### config.mk
export PLATFORM = sky130hd
export DESIGN_NAME = coin_purse
export DESIGN_NICKNAME = d
export VERILOG_FILES = /design/src/rtl/coin_purse.sv
export SDC_FILE = /design/constraint.sdc
export NUM_CORES = 1
export LEC_CHECK = 0
export BUFFER_PORTS_ARGS = -buffer_cell sky130_fd_sc_hd__buf_2
export CAP_MARGIN = 20
export CORE_ASPECT_RATIO = 1.4
export CORE_MARGIN = 2
export CORE_UTILIZATION = 35
export DETAILED_ROUTE_END_ITERATION = 8
export GPL_ROUTABILITY_DRIVEN = 0
export PLACE_DENSITY = 0.6
export SETUP_SLACK_MARGIN = 0.02
export SKIP_CTS_REPAIR_TIMING = 1
export SYNTH_ARGS = -nofsm -noshare
export SYNTH_HDL_FRONTEND = slang
export SYNTH_SLANG_ARGS = --single-unit
export TNS_END_PERCENT = 5
### constraint.sdc
create_clock -name clock -period 9.8 [get_ports clock]
set_clock_uncertainty 0.15 [all_clocks]
set_input_delay 0.98 -clock clock [delete_from_list [all_inputs] [get_ports clock]]
set_output_delay 0.98 -clock clock [all_outputs]
set_load 0.005 [all_outputs]
### src/rtl/coin_purse.sv
// ---------------------------------------------------------------------------
// coin_purse
//
// Purpose:
//   A coin purse that buys beverages from a vending machine. The purse holds
//   nickels, dimes and quarters. On a buy request it pays the machine five
//   nickel-equivalents, one coin per cycle, choosing each coin by a fixed
//   policy. It then waits for the machine to finish the sale. Coins that the
//   machine returns as change go back into the purse inventory.
//
// Optional feature:
//   PURSE_WDOG_EN  When defined, a 4-bit watchdog runs while waiting for the
//                  machine. After 15 cycles without completion the
//                  transaction is aborted and an error pulse is raised. When
//                  undefined, the wait lasts indefinitely.
//
// Ports:
//   clock      in   rising-edge clock
//   reset_n    in   asynchronous active-low reset
//   buy        in   purchase request, sampled only when idle
//   enable     in   machine is accepting coins
//   change     in   coin returned by the machine (0 none, 1 nickel, 2 dime,
//                   3 quarter)
//   beverage   in   beverage released this cycle
//   deposit    out  coin offered to the machine (registered)
//   busy       out  transaction in progress
//   done       out  one-cycle pulse at transaction end
//   refunded   out  pulses with done when no beverage was received
//   error      out  one-cycle pulse on a rejected buy or a watchdog abort
//   n5/n10/n25 out  current coin inventory
//   bev_count  out  beverages received since reset (wraps at 255)
// ---------------------------------------------------------------------------
module coin_purse #(
    parameter int BITS   = 4,
    parameter int INIT5  = 4,
    parameter int INIT10 = 4,
    parameter int INIT25 = 2
) (
    input  logic            clock,
    input  logic            reset_n,
    input  logic            buy,
    input  logic            enable,
    input  logic [1:0]      change,
    input  logic            beverage,
    output logic [1:0]      deposit,
    output logic            busy,
    output logic            done,
    output logic            refunded,
    output logic            error,
    output logic [BITS-1:0] n5,
    output logic [BITS-1:0] n10,
    output logic [BITS-1:0] n25,
    output logic [7:0]      bev_count
);

    localparam logic [1:0] COIN_NONE    = 2'd0;
    localparam logic [1:0] COIN_NICKEL  = 2'd1;
    localparam logic [1:0] COIN_DIME    = 2'd2;
    localparam logic [1:0] COIN_QUARTER = 2'd3;

    // Wide enough for n5 + 2*n10 + 5*n25 at full counters.
    localparam int VW = BITS + 3;

    typedef enum logic [1:0] {
        ST_IDLE = 2'd0,
        ST_PAY  = 2'd1,
        ST_WAIT = 2'd2
    } state_t;

    state_t          state_q, state_d;
    logic [1:0]      deposit_q, deposit_d;
    logic [3:0]      paid_q, paid_d;
    logic            bev_seen_q, bev_seen_d;
    logic            low_seen_q, low_seen_d;
    logic            done_q, done_d;
    logic            refunded_q, refunded_d;
    logic            error_q, error_d;
    logic [7:0]      bev_count_q, bev_count_d;
`ifdef PURSE_WDOG_EN
    logic [3:0]      wdog_q, wdog_d;
`endif

    logic [1:0]      spend;        // coin leaving the purse on this edge
    logic [1:0]      pick;         // coin the policy would pay next
    logic [3:0]      rem;          // nickel-equivalents still owed
    logic [VW-1:0]   value;        // total inventory value
    logic [BITS-1:0] inv [3];      // index 0 nickel, 1 dime, 2 quarter

    function automatic logic [3:0] coin_value(input logic [1:0] coin);
        case (coin)
            COIN_NICKEL:  coin_value = 4'd1;
            COIN_DIME:    coin_value = 4'd2;
            COIN_QUARTER: coin_value = 4'd5;
            default:      coin_value = 4'd0;
        endcase
    endfunction

    // -----------------------------------------------------------------------
    // Inventory counters, one per denomination. A coin paid out and a coin
    // of the same kind returned on the same edge cancel. Returns saturate.
    // -----------------------------------------------------------------------
    for (genvar gi = 0; gi < 3; gi++) begin : g_inv
        localparam logic [BITS-1:0] INIT_V = (gi == 0) ? BITS'(INIT5)  :
                                             (gi == 1) ? BITS'(INIT10) :
                                                         BITS'(INIT25);
        localparam logic [1:0] CODE = 2'(gi + 1);

        logic [BITS-1:0] cnt_q, cnt_d;
        logic            inc, dec;

        assign inc = (change == CODE);
        assign dec = (spend == CODE);

        always_comb begin
            cnt_d = cnt_q;
            if (inc && !dec) begin
                if (cnt_q != {BITS{1'b1}}) begin
                    cnt_d = cnt_q + BITS'(1);
                end
            end else if (dec && !inc) begin
                cnt_d = cnt_q - BITS'(1);
            end
        end

        always_ff @(posedge clock or negedge reset_n) begin
            if (!reset_n) begin
                cnt_q <= INIT_V;
            end else begin
                cnt_q <= cnt_d;
            end
        end

        assign inv[gi] = cnt_q;
    end

    assign value = VW'(inv[0]) + (VW'(inv[1]) << 1) + VW'(inv[2]) * VW'(5);

    // -----------------------------------------------------------------------
    // Coin selection. A quarter is only used for a fresh payment so no
    // change is needed; otherwise prefer dimes while two or more are owed.
    // The fallbacks overpay when exact coins are missing. Because every coin
    // moves its worth from inventory into paid, inventory is never empty
    // while paid < 5, so the last fallback always has a quarter to give.
    // -----------------------------------------------------------------------
    always_comb begin
        rem = 4'd5 - paid_q;
        if (rem == 4'd5 && inv[2] != '0) begin
            pick = COIN_QUARTER;
        end else if (rem >= 4'd2 && inv[1] != '0) begin
            pick = COIN_DIME;
        end else if (inv[0] != '0) begin
            pick = COIN_NICKEL;
        end else if (inv[1] != '0) begin
            pick = COIN_DIME;
        end else begin
            pick = COIN_QUARTER;
        end
    end

    // -----------------------------------------------------------------------
    // Transaction FSM, next-state and registered-output logic.
    // -----------------------------------------------------------------------
    always_comb begin
        state_d     = state_q;
        deposit_d   = COIN_NONE;
        paid_d      = paid_q;
        bev_seen_d  = bev_seen_q;
        low_seen_d  = low_seen_q;
        done_d      = 1'b0;
        refunded_d  = 1'b0;
        error_d     = 1'b0;
        bev_count_d = bev_count_q;
        spend       = COIN_NONE;
`ifdef PURSE_WDOG_EN
        wdog_d      = 4'd0;
`endif

        case (state_q)
            ST_IDLE: begin
                if (buy) begin
                    if (value >= VW'(5)) begin
                        state_d    = ST_PAY;
                        paid_d     = 4'd0;
                        bev_seen_d = 1'b0;
                        low_seen_d = 1'b0;
                    end else begin
                        error_d = 1'b1;
                    end
                end
            end

            ST_PAY: begin
                if (paid_q >= 4'd5) begin
                    state_d = ST_WAIT;
                end else if (enable) begin
                    deposit_d = pick;
                    spend     = pick;
                    paid_d    = paid_q + coin_value(pick);
                end
            end

            ST_WAIT: begin
                if (!enable) begin
                    low_seen_d = 1'b1;
                end
                if (beverage) begin
                    bev_seen_d  = 1'b1;
                    bev_count_d = bev_count_q + 8'd1;
                end
                // The machine signals the end of a sale by dropping enable
                // and raising it again.
                if (low_seen_q && enable) begin
                    state_d    = ST_IDLE;
                    done_d     = 1'b1;
                    refunded_d = !(bev_seen_q || beverage);
                end
`ifdef PURSE_WDOG_EN
                else if (wdog_q == 4'd14) begin
                    // Fifteenth cycle in WAIT without completion.
                    state_d     = ST_IDLE;
                    error_d     = 1'b1;
                    bev_count_d = bev_count_q;
                end else begin
                    wdog_d = wdog_q + 4'd1;
                end
`endif
            end

            default: begin
                state_d = ST_IDLE;
            end
        endcase
    end

    always_ff @(posedge clock or negedge reset_n) begin
        if (!reset_n) begin
            state_q     <= ST_IDLE;
            deposit_q   <= COIN_NONE;
            paid_q      <= 4'd0;
            bev_seen_q  <= 1'b0;
            low_seen_q  <= 1'b0;
            done_q      <= 1'b0;
            refunded_q  <= 1'b0;
            error_q     <= 1'b0;
            bev_count_q <= 8'd0;
`ifdef PURSE_WDOG_EN
            wdog_q      <= 4'd0;
`endif
        end else begin
            state_q     <= state_d;
            deposit_q   <= deposit_d;
            paid_q      <= paid_d;
            bev_seen_q  <= bev_seen_d;
            low_seen_q  <= low_seen_d;
            done_q      <= done_d;
            refunded_q  <= refunded_d;
            error_q     <= error_d;
            bev_count_q <= bev_count_d;
`ifdef PURSE_WDOG_EN
            wdog_q      <= wdog_d;
`endif
        end
    end

    assign deposit   = deposit_q;
    assign busy      = (state_q != ST_IDLE);
    assign done      = done_q;
    assign refunded  = refunded_q;
    assign error     = error_q;
    assign n5        = inv[0];
    assign n10       = inv[1];
    assign n25       = inv[2];
    assign bev_count = bev_count_q;

endmodule
Yosys cells after proc, flatten, opt, wreduce, memory -nomap -nowiden
Cells that the tools add are included.
- input port bits: 7
- flip-flop bits (word level): 33
- word-level logic and storage cells: 131
- order comparisons: 3
- $add $sub $neg: 11
- reductions and logical operators: 35
- multiplexer cells: 43
- multiply operators: 1
- eq/ne operators: 26
- operators with widths (cell ; count):
    two-way mux 4 bit ; 16
    two-way mux 2 bit ; 10
    != test 2 bit (second input constant) ; 8
    equality test 2 bit (second input constant) ; 7
    adder 4 x 1 -> 4 bit (second input constant) ; 3
    two-way mux 1 bit ; 12
    != test 4 bit (second input constant) ; 3
    AND reduction 4 bit ; 3
    nonzero test 2 bit ; 6
    nonzero test 4 bit ; 3
    subtractor 4 x 1 -> 4 bit (second input constant) ; 3
    logical AND 1 bit ; 9
    case mux 3 bit (3 select lines) ; 1
    adder 8 x 1 -> 8 bit (second input constant) ; 1
    equality test 2 x 1 -> 1 bit (second input constant) ; 4
    case mux 4 bit (2 select lines) ; 1
    AND reduction 2 bit ; 4
    adder 6 x 7 -> 7 bit ; 1
    >= comparator 7 x 3 -> 1 bit (second input constant) ; 1
    logical NOT 1 bit ; 7
    multiplier 4 x 3 -> 7 bit (second input constant) ; 1
    adder 4 x 5 -> 6 bit ; 1
    != test 2 x 1 -> 1 bit (second input constant) ; 3
    case mux 2 bit (3 select lines) ; 1
    9 further kinds ; 10

Logic depth before layout (Yosys ltp)
Gate-level depths: netlist of run 1.
- depth after elaboration: 14
- depth in mapped cells: 13

Least setup slack after synthesis of run 1
OpenSTA, ideal clock, no wires.
- path type: register -> register
- from: register g_inv[2].cnt_q[1], in the netlist n25[1]
- to: register paid_q[2]
- arrival time: 3141 ps
- stages on the path, launching flop included: 11
- path buffers: 0
- setup time: 110 ps
- clock period less this slack: 3401 ps
- path slack: 6399 ps
- cell sequence: dfstp_2 ha_1 fa_1 fa_1 inv_1 fa_1 nor2b_1 o21a_1 o21a_1 nor2_1 o41ai_1
- cells in the longest elaborated chain, start to end: 12
- ends and longest elaborated chain (what ; RTL line ; RTL):
    from (decl) ; 108 ; logic [BITS-1:0] cnt_q, cnt_d;
    from (signal assigned) ; 129 ; cnt_q <= cnt_d;
    parallel branches: the longest is 12 deep, another holds multiplier 4 x 3 -> 7 bit ; -- ;
    to (signal assigned) ; 252 ; paid_q <= paid_d;
    to (decl) ; 72 ; logic [3:0] paid_q, paid_d;
Several ways; the timed one is not identified. The select of a mux whose other input is x is not followed.
A chain may end at the register's enable or synchronous reset.

Final worst setup path of run 1
- from: register paid_q[1]
- to: register g_inv[1].cnt_q[3], in the netlist n10[3]
- cells in the longest elaborated chain, start to end: 13
- ends and longest elaborated chain (what ; RTL line ; RTL):
    subtractor 3 x 4 -> 4 bit ; 146 ; rem = 4'd5 - paid_q;
    >= comparator 4 x 2 -> 1 bit ; 149 ; end else if (rem >= 4'd2 && inv[1] != '0) begin
    logical AND 1 bit ; 149 ;
    two-way mux 2 bit ; 149 ;
    two-way mux 2 bit ; 147 ; if (rem == 4'd5 && inv[2] != '0) begin
    two-way mux 2 bit ; 195 ; end else if (enable) begin
    two-way mux 2 bit * ; 193 ; if (paid_q >= 4'd5) begin
    two-way mux 2 bit * ; 178 ; case (state_q)
    equality test 2 bit * ; 112 ; assign dec = (spend == CODE);
    logical NOT 1 bit ; 116 ; if (inc && !dec) begin
    logical AND 1 bit ; 116 ;
    != test 2 x 1 -> 1 bit (no source line) or nonzero test 2 bit (tied branches) ; -- ;
    AND reduction 2 bit (no source line) ; -- ;
    to (signal assigned) ; 129 ;
    to (decl) ; 108 ;
Mark *: on every way between the ends. The rest lies on a longest branch, timed or not.

==> impl_results.md, run 1 <==
- Outcome: complete, no violations
- Mean Syn Cell Area: roughly 11 um2
- Highest clock rate: approximately 270 MHz
- Initial antenna violation count: 0
- CP max FO: 11
- Layout cell share with drive strength beyond 1: 0.222
- Critical path class: flop to flop
- Vias in the first global route: approximately 1.8k
- Final period utilization: 0.380
- DR vias/cell: between 5 and 6
- HPWL after detailed placement: roughly 4 mm
- Ys Warns: 0
- Max transition margin: 0.497
- First-pass GRT wire length: 8.85 mm
- Compound-Gate Fraction of Synth Area: 0.133
- TNS Setup: 0 ns
- Xor and xnor area share after synthesis: 0.0624
- EDFF count, synth: 0
- Mapped cell area: 2510 um2
- Fin. max-slew vios: 0
- Clk buf depth: 2
- Setup slack after layout: 6.08 ns
- Post-Synth Simple-Gate Area: 0.181
- CTS tree: yes
- Crit path DAT: ~3.7 ns
- Hold Crit Class: flop to flop
- GRT Overall Usage: 0.147
- Post-Syn Nets: 271
- Crit path required time: between 9 and 10 ns
- Clk_lat worst skew: approximately 0.28 ns
- Drt first pass iters: 4
- Number of buffers created by CTS: 5
- Cell count after synthesis: 230
- Asr flop ratio synth: 1.00
- CORE AREA: slightly below 7000 um2
- Remaining global-route overflow: 0
- PD cells: 402 nW/um2
- CP endpoint kind: flop
- Max-cap violation count: 0
- Die X: between 70 and 80 um
- N_diodes: 0
- Mux cell area share after synthesis: 0.0639
- Synth cell types: 48
- CTS clk-pin slew, worst paths: roughly 0.070 ns
- Predominant post-synthesis flop cell: dfrtp_1
- Register area share after synthesis: 0.331
- Final wirelength: about 5.1 mm
- Dpl cells: roughly 350
- Sink Count: 33
- Peak supply drop: approximately 0.26 mV
- Pre-CTS WS: between 6 and 7 ns
- Post-layout util: 0.411
- Largest family of logic cells by synthesized area: adder cells
- I/O Buffers: 32
- Core Rows: 36
- Setup violators final: 0
- Routed WL per cell: ~14 um
- Area delta synth->final: 13.8%
- DR vias: 1855
- Fillers: approximately 730
- Largest net degree at the start of global routing: 34
- Detailed router's first-iteration violation count: 98
- I/O pin total: 33
- Die Y: roughly 100 um
- Static Leak: about 1.3 nW
- RSZ-0062 raised after global routing: false
- Non-Filler Instances: between 300 and 400
- Highest-count cells in the layout ignoring fill and taps: buf_2 (32), dfrtp_1 (30), ha_1 (24), nand2_1 (16), inv_1 (15)
- Post-synthesis adder-cell area fraction: 0.200
- Startpoint class of the critical path: flop
- Hold Vio Cnt, Final: 0
- Fin crit period: between 3 and 4 ns
- DRC: 0
- Die Area: slightly below 8000 um2
- Commonest non-fill, non-tap cell in the layout: buf_2
- Flops & latches, synth: 33
- Antenna-violating nets left: 0
- CTS Root Cell: clkbuf_8
- Slew at the pin closest to its max-slew limit: 0.754 ns
- Initial core utilization: 0.361
- H-tree depth: 2
- Final Net Count: around 310
## sequential cells by signal, indices dropped and copies added (netlist names)
signal and cells:
paid_q 4, bev_count 8, low_seen_q 1, error 1, bev_seen_q 1, deposit 2
n10 4, done 1, refunded 1, state_q 2, n5 4, n25 4
## routing by layer
| layer | global-route usage | up-vias | routed length, um | share of wire |
|---|---|---|---|---|
| met5 | 0 | - | 0 | 0 |
| met4 | 0.0451 | 0 | 60 | 0.012 |
| met3 | 0.0329 | 4 | 185 | 0.036 |
| met2 | 0.247 | 37 | 2760 | 0.54 |
| met1 | 0.183 | 912 | 2100 | 0.41 |
| li1 | - | 902 | - | - |
## cell type report
| cell class | instances | area, um2 | share of cell area |
|---|---|---|---|
| Clock inverter | 2 | 10.0 | 0.00351 |
| Inverter | 15 | 56.3 | 0.0197 |
| Timing Repair Buffer | 32 | 160 | 0.0562 |
| Tap cell | 95 | 119 | 0.0417 |
| Sequential cell | 33 | 830 | 0.291 |
| Clock buffer | 6 | 72.6 | 0.0254 |
| Multi-Input combinational cell | 178 | 1600 | 0.563 |
## metrics by stage
step	total power [W]	hold WS, ns	cell area, um2
detailed placement	0.00106	0.306	2770
global route	0.00129	0.338	2850
floorplan	0.000860	0.272	2510
global placement	0.00103	0.303	2770
finish	0.00115	0.320	2850
CTS	0.00117	0.322	2850
## worst max-delay path, stage by stage (launching register included)
cell and delay [ns]:
dfrtp_1 0.65, ha_1 0.28, xor2_2 0.27, nor3_1 0.14
nor3_1 0.47, inv_1 0.12, o21ai_0 0.41, ha_1 0.31
a21o_1 0.17, a21oi_1 0.21, nor2b_1 0.19, mux2_2 0.17
mux2i_1 0.06
## report_power, final
part | internal, W | switching (W) | total [W]
registers | 0.000190 | 0.000103 | 0.000293
clock network | 0.0000492 | 0.0000498 | 0.0000990
logic | 0.000350 | 0.000404 | 0.000754
total | 0.000589 | 0.000557 | 0.00115
## final timing paths
path                                           from                        to  slack (ns)  cells past startpoint
max                           paid_q[1]$_DFFE_PN0P_        n10[3]$_DFFE_PN0P_        6.08                     12
min                        bev_count[7]$_DFFE_PN0P_  bev_count[7]$_DFFE_PN0P_        0.32                      1
max reg2reg                   paid_q[1]$_DFFE_PN0P_        n10[3]$_DFFE_PN0P_        6.08                     12
min reg2reg                bev_count[7]$_DFFE_PN0P_  bev_count[7]$_DFFE_PN0P_        0.32                      1
max in group asynchronous                   reset_n      deposit[0]$_DFF_PN0_        8.41                      1
min in group asynchronous                   reset_n            done$_DFF_PN0_        0.61                      1
## cells by family after synthesis
kind of cell             count (synthesis)
multiplexers                            14
flip-flops                              33
XOR/XNOR                                17
AO/OA/AOI/OAI                           46
adder cells (fa/ha/maj)                 34
AND/OR/NAND/NOR                         67
buffers and inverters                   19
## Yosys cell counts (3+ instances only)
cell type	n	area, um2
nor2_1	7	26.3
fa_1	10	200
a21oi_1	10	50.1
nor4_4	5	106
clkbuf_1	3	11.3
a21o_1	6	45.0
xor2_1	5	43.8
and3_1	5	31.3
dfstp_2	3	78.8
nand4_1	6	37.5
inv_1	15	56.3
mux2_2	4	45.0
o21ai_0	10	50.1
nor2b_1	7	43.8
nor3_1	8	40.0
mux2i_1	7	70.1
ha_1	24	300
dfrtp_1	30	751
xnor2_1	11	96.3
nand2_1	16	60.1
(Power assumes the default switching activity.)
==> run 2: changes to the inputs <==
==> constraint.sdc (replaced) <==
create_clock -name clock -period 3.79 [get_ports clock]
set_clock_uncertainty 0.15 [all_clocks]
set_input_delay 0.379 -clock clock [delete_from_list [all_inputs] [get_ports clock]]
set_output_delay 0.379 -clock clock [all_outputs]
set_load 0.005 [all_outputs]
==> run 2 against run 1 <==
Count of clock-buffer cells in the layout grew 2. Sequential power grew to 2.5 times the previous value. Combinational power grew to 2.7 times the previous value. Routed wire length shrank 0.67%. First-iteration DRC count shrank 32%. Clock power grew to 2.7 times the previous value. Final cell count grew 1.4%. Non-clock buffer count grew 5. Critical path type unchanged. Critical endpoint is now paid_q[2]$_DFFE_PN0P_. Highest routed layer unchanged.
==> impl_results.md, run 2 (same netlist as run 1, synthesis figures left out) <==
- Outcome: complete, no violations
- DR vias/cell: 5.00 (-2.7%)
- Critical path class: flop to flop
- Hold Crit Class: input port to async pin
- CTS Root Cell: clkbuf_8
- Crit path cell chain: ha_1 > fa_1 > fa_1 > inv_1 > fa_1 > nor2b_1 > o21a_1 > o21a_1 > nor2_1 > o41ai_2
- Static Leak: 1.33 nW (+2.6%)
- Initial core utilization: 0.361 (unchanged)
- DRC: 0 (unchanged)
- Worst path max stage delay: 0.64 ns (about the same)
- Delay-heaviest family, CP: adder cells
- Antenna-violating nets left: 0 (unchanged)
- CP bufs+invs: 1 (unchanged)
- Sink Count: 33 (unchanged)
- H-tree depth: 2 (unchanged)
- Worst R2R Setup Slack: 0.18 ns (-5.90 ns)
- Switching share of total power: 0.478 (-0.00848)
- Max reg flops: 8 (unchanged)
- Seq pwr share: 0.243 (-0.013)
- Die Y: 104 um (unchanged)
- CTS tree: yes
- CTS clk-pin slew, worst paths: 0.07 ns (about the same)
- Clk_lat worst skew: 0.28 ns (about the same)
- Final Net Count: 311 (+1.6%)
- Largest net degree at the start of global routing: 34 (unchanged)
- Highest-count cells in the layout ignoring fill and taps: buf_2 (32), dfrtp_1 (30), ha_1 (24), nand2_1 (16), inv_1 (15)
- Cell mode on critical path: fa_1
- I/O pin total: 33 (unchanged)
- Max transition margin: 0.496 (-0.00186)
- Remaining global-route overflow: 0 (unchanged)
- Drt first pass iters: 4 (unchanged)
- Final hold slack: 0.0166 ns (-0.303 ns)
- Hold Vio Cnt, Final: 0 (unchanged)
- Vias in the first global route: 1820 (-0.38%)
- Crit path DAT: 3.64 ns (-0.10 ns)
- HPWL after detailed placement: 4.03 mm (+1.1%)
- Peak supply drop: 0.555 mV (+110%)
- First-pass GRT wire length: 8.47 mm (-4.3%)
- Final period utilization: 0.953 (+0.574)
- CP max FO: 9 (-2)
- TNS Setup: 0 ns (unchanged)
- Number of buffers created by CTS: 5 (unchanged)
- Clk buf depth: 2 (unchanged)
- I/O Buffers: 32 (unchanged)
- Fin crit period: 3.61 ns (-0.107 ns)
- Layout cell share with drive strength beyond 1: 0.244 (+0.0217)
- N_diodes: 0 (unchanged)
- CP endpoint kind: flop
- Highest clock rate: 277 MHz (+3.0%)
- Pint: 0.00158 W (+170%)
- CORE AREA: 6940 um2 (unchanged)
- Die Area: 7860 um2 (unchanged)
- Max-cap violation count: 0 (unchanged)
- DR vias: 1830 (-1.3%)
- Setup violators final: 0 (unchanged)
- Clk network pwr share: 0.090 (+0.004)
- Crit path required time: 3.82 ns (-6.00 ns)
- PD cells: 1040 nW/um2 (+160%)
- Startpoint class of the critical path: flop
- Initial antenna violation count: 0 (unchanged)
- RSZ-0062 raised after global routing: false
- Combinational share of power: 0.667 (+0.009)
- Tot Pwr: 0.00302 W (+160%)
- Area delta synth->final: 16.3%
- Commonest non-fill, non-tap cell in the layout: buf_2
- Fin. max-slew vios: 0 (unchanged)
- Die X: 75.5 um (unchanged)
- Detailed router's first-iteration violation count: 67 (-32%)
- Final wirelength: 5.07 mm (-0.67%)
- Net Switching: 0.00144 W (+160%)
- GRT Overall Usage: 0.142 (-0.00475)
- Slew at the pin closest to its max-slew limit: 0.757 ns (+0.00279 ns)
- Core Rows: 36 (unchanged)
- Slowest stage cell, crit path: dfstp_2
- Fillers: 706 (-2.8%)
- Routed WL per cell: 13.9 um (-2.0%)
[run 2: cell types whose count changed in the layout (fill, tap and decap cells not counted), sizes merged]
| cell | before | now |
|---|---|---|
| buf | 32 | 37 |
| clkinv | 2 | 0 |
| clkbuf | 6 | 8 |
[run 2: power groups by stage]
stage	sequential (W)	clock [W]	combinational [W]
floorplan	0.000706	0	0.00152
global placement	0.000742	0	0.00194
detailed placement	0.000746	0	0.00201
CTS	0.000742	0.000281	0.00201
global route	0.000767	0.000296	0.00233
finish	0.000734	0.000271	0.00201
[run 2: layout make-up]
| class | instances | area (um2) | share of cell area |
|---|---|---|---|
| clock buffer | 8 | 90.1 | 0.0309 |
| sequential | 33 | 830 | 0.285 |
| timing repair buffer | 37 | 198 | 0.0678 |
| multi-input combinational | 178 | 1620 | 0.556 |
| tap | 95 | 119 | 0.0408 |
| inverter | 15 | 56.3 | 0.0193 |
[run 2: stage by stage]
step,worst slack (ns),util,cells,instance area [um2]
after detailed placement,0.180,0.405,358,2810
after CTS,0.166,0.418,366,2900
final,0.176,0.420,366,2910
after floorplan,0.389,-,230,2510
after global routing,0.0185,0.420,366,2910
after global placement,0.271,0.405,358,2810
[run 2: worst paths after layout]
check                                  startpoint                       end  depth (start not counted)
min in group clock                       beverage        refunded$_DFF_PN0_                          2
hold reg to reg            bev_seen_q$_DFFE_PN0P_        refunded$_DFF_PN0_                          1
hold / removal                            reset_n  bev_count[5]$_DFFE_PN0P_                          1
max in group asynchronous                 reset_n  bev_count[2]$_DFFE_PN0P_                          1
setup reg to reg               n25[1]$_DFFE_PN1P_     paid_q[2]$_DFFE_PN0P_                         10
setup / recovery               n25[1]$_DFFE_PN1P_     paid_q[2]$_DFFE_PN0P_                         10
[run 2: per-layer routing]
layer | vias up | wire, um | global-route usage
li1 | 909 | - | -
met1 | 881 | 2070 | 0.169
met2 | 33 | 2750 | 0.242
met3 | 7 | 143 | 0.0233
met4 | 0 | 104 | 0.0639
met5 | - | 0 | 0
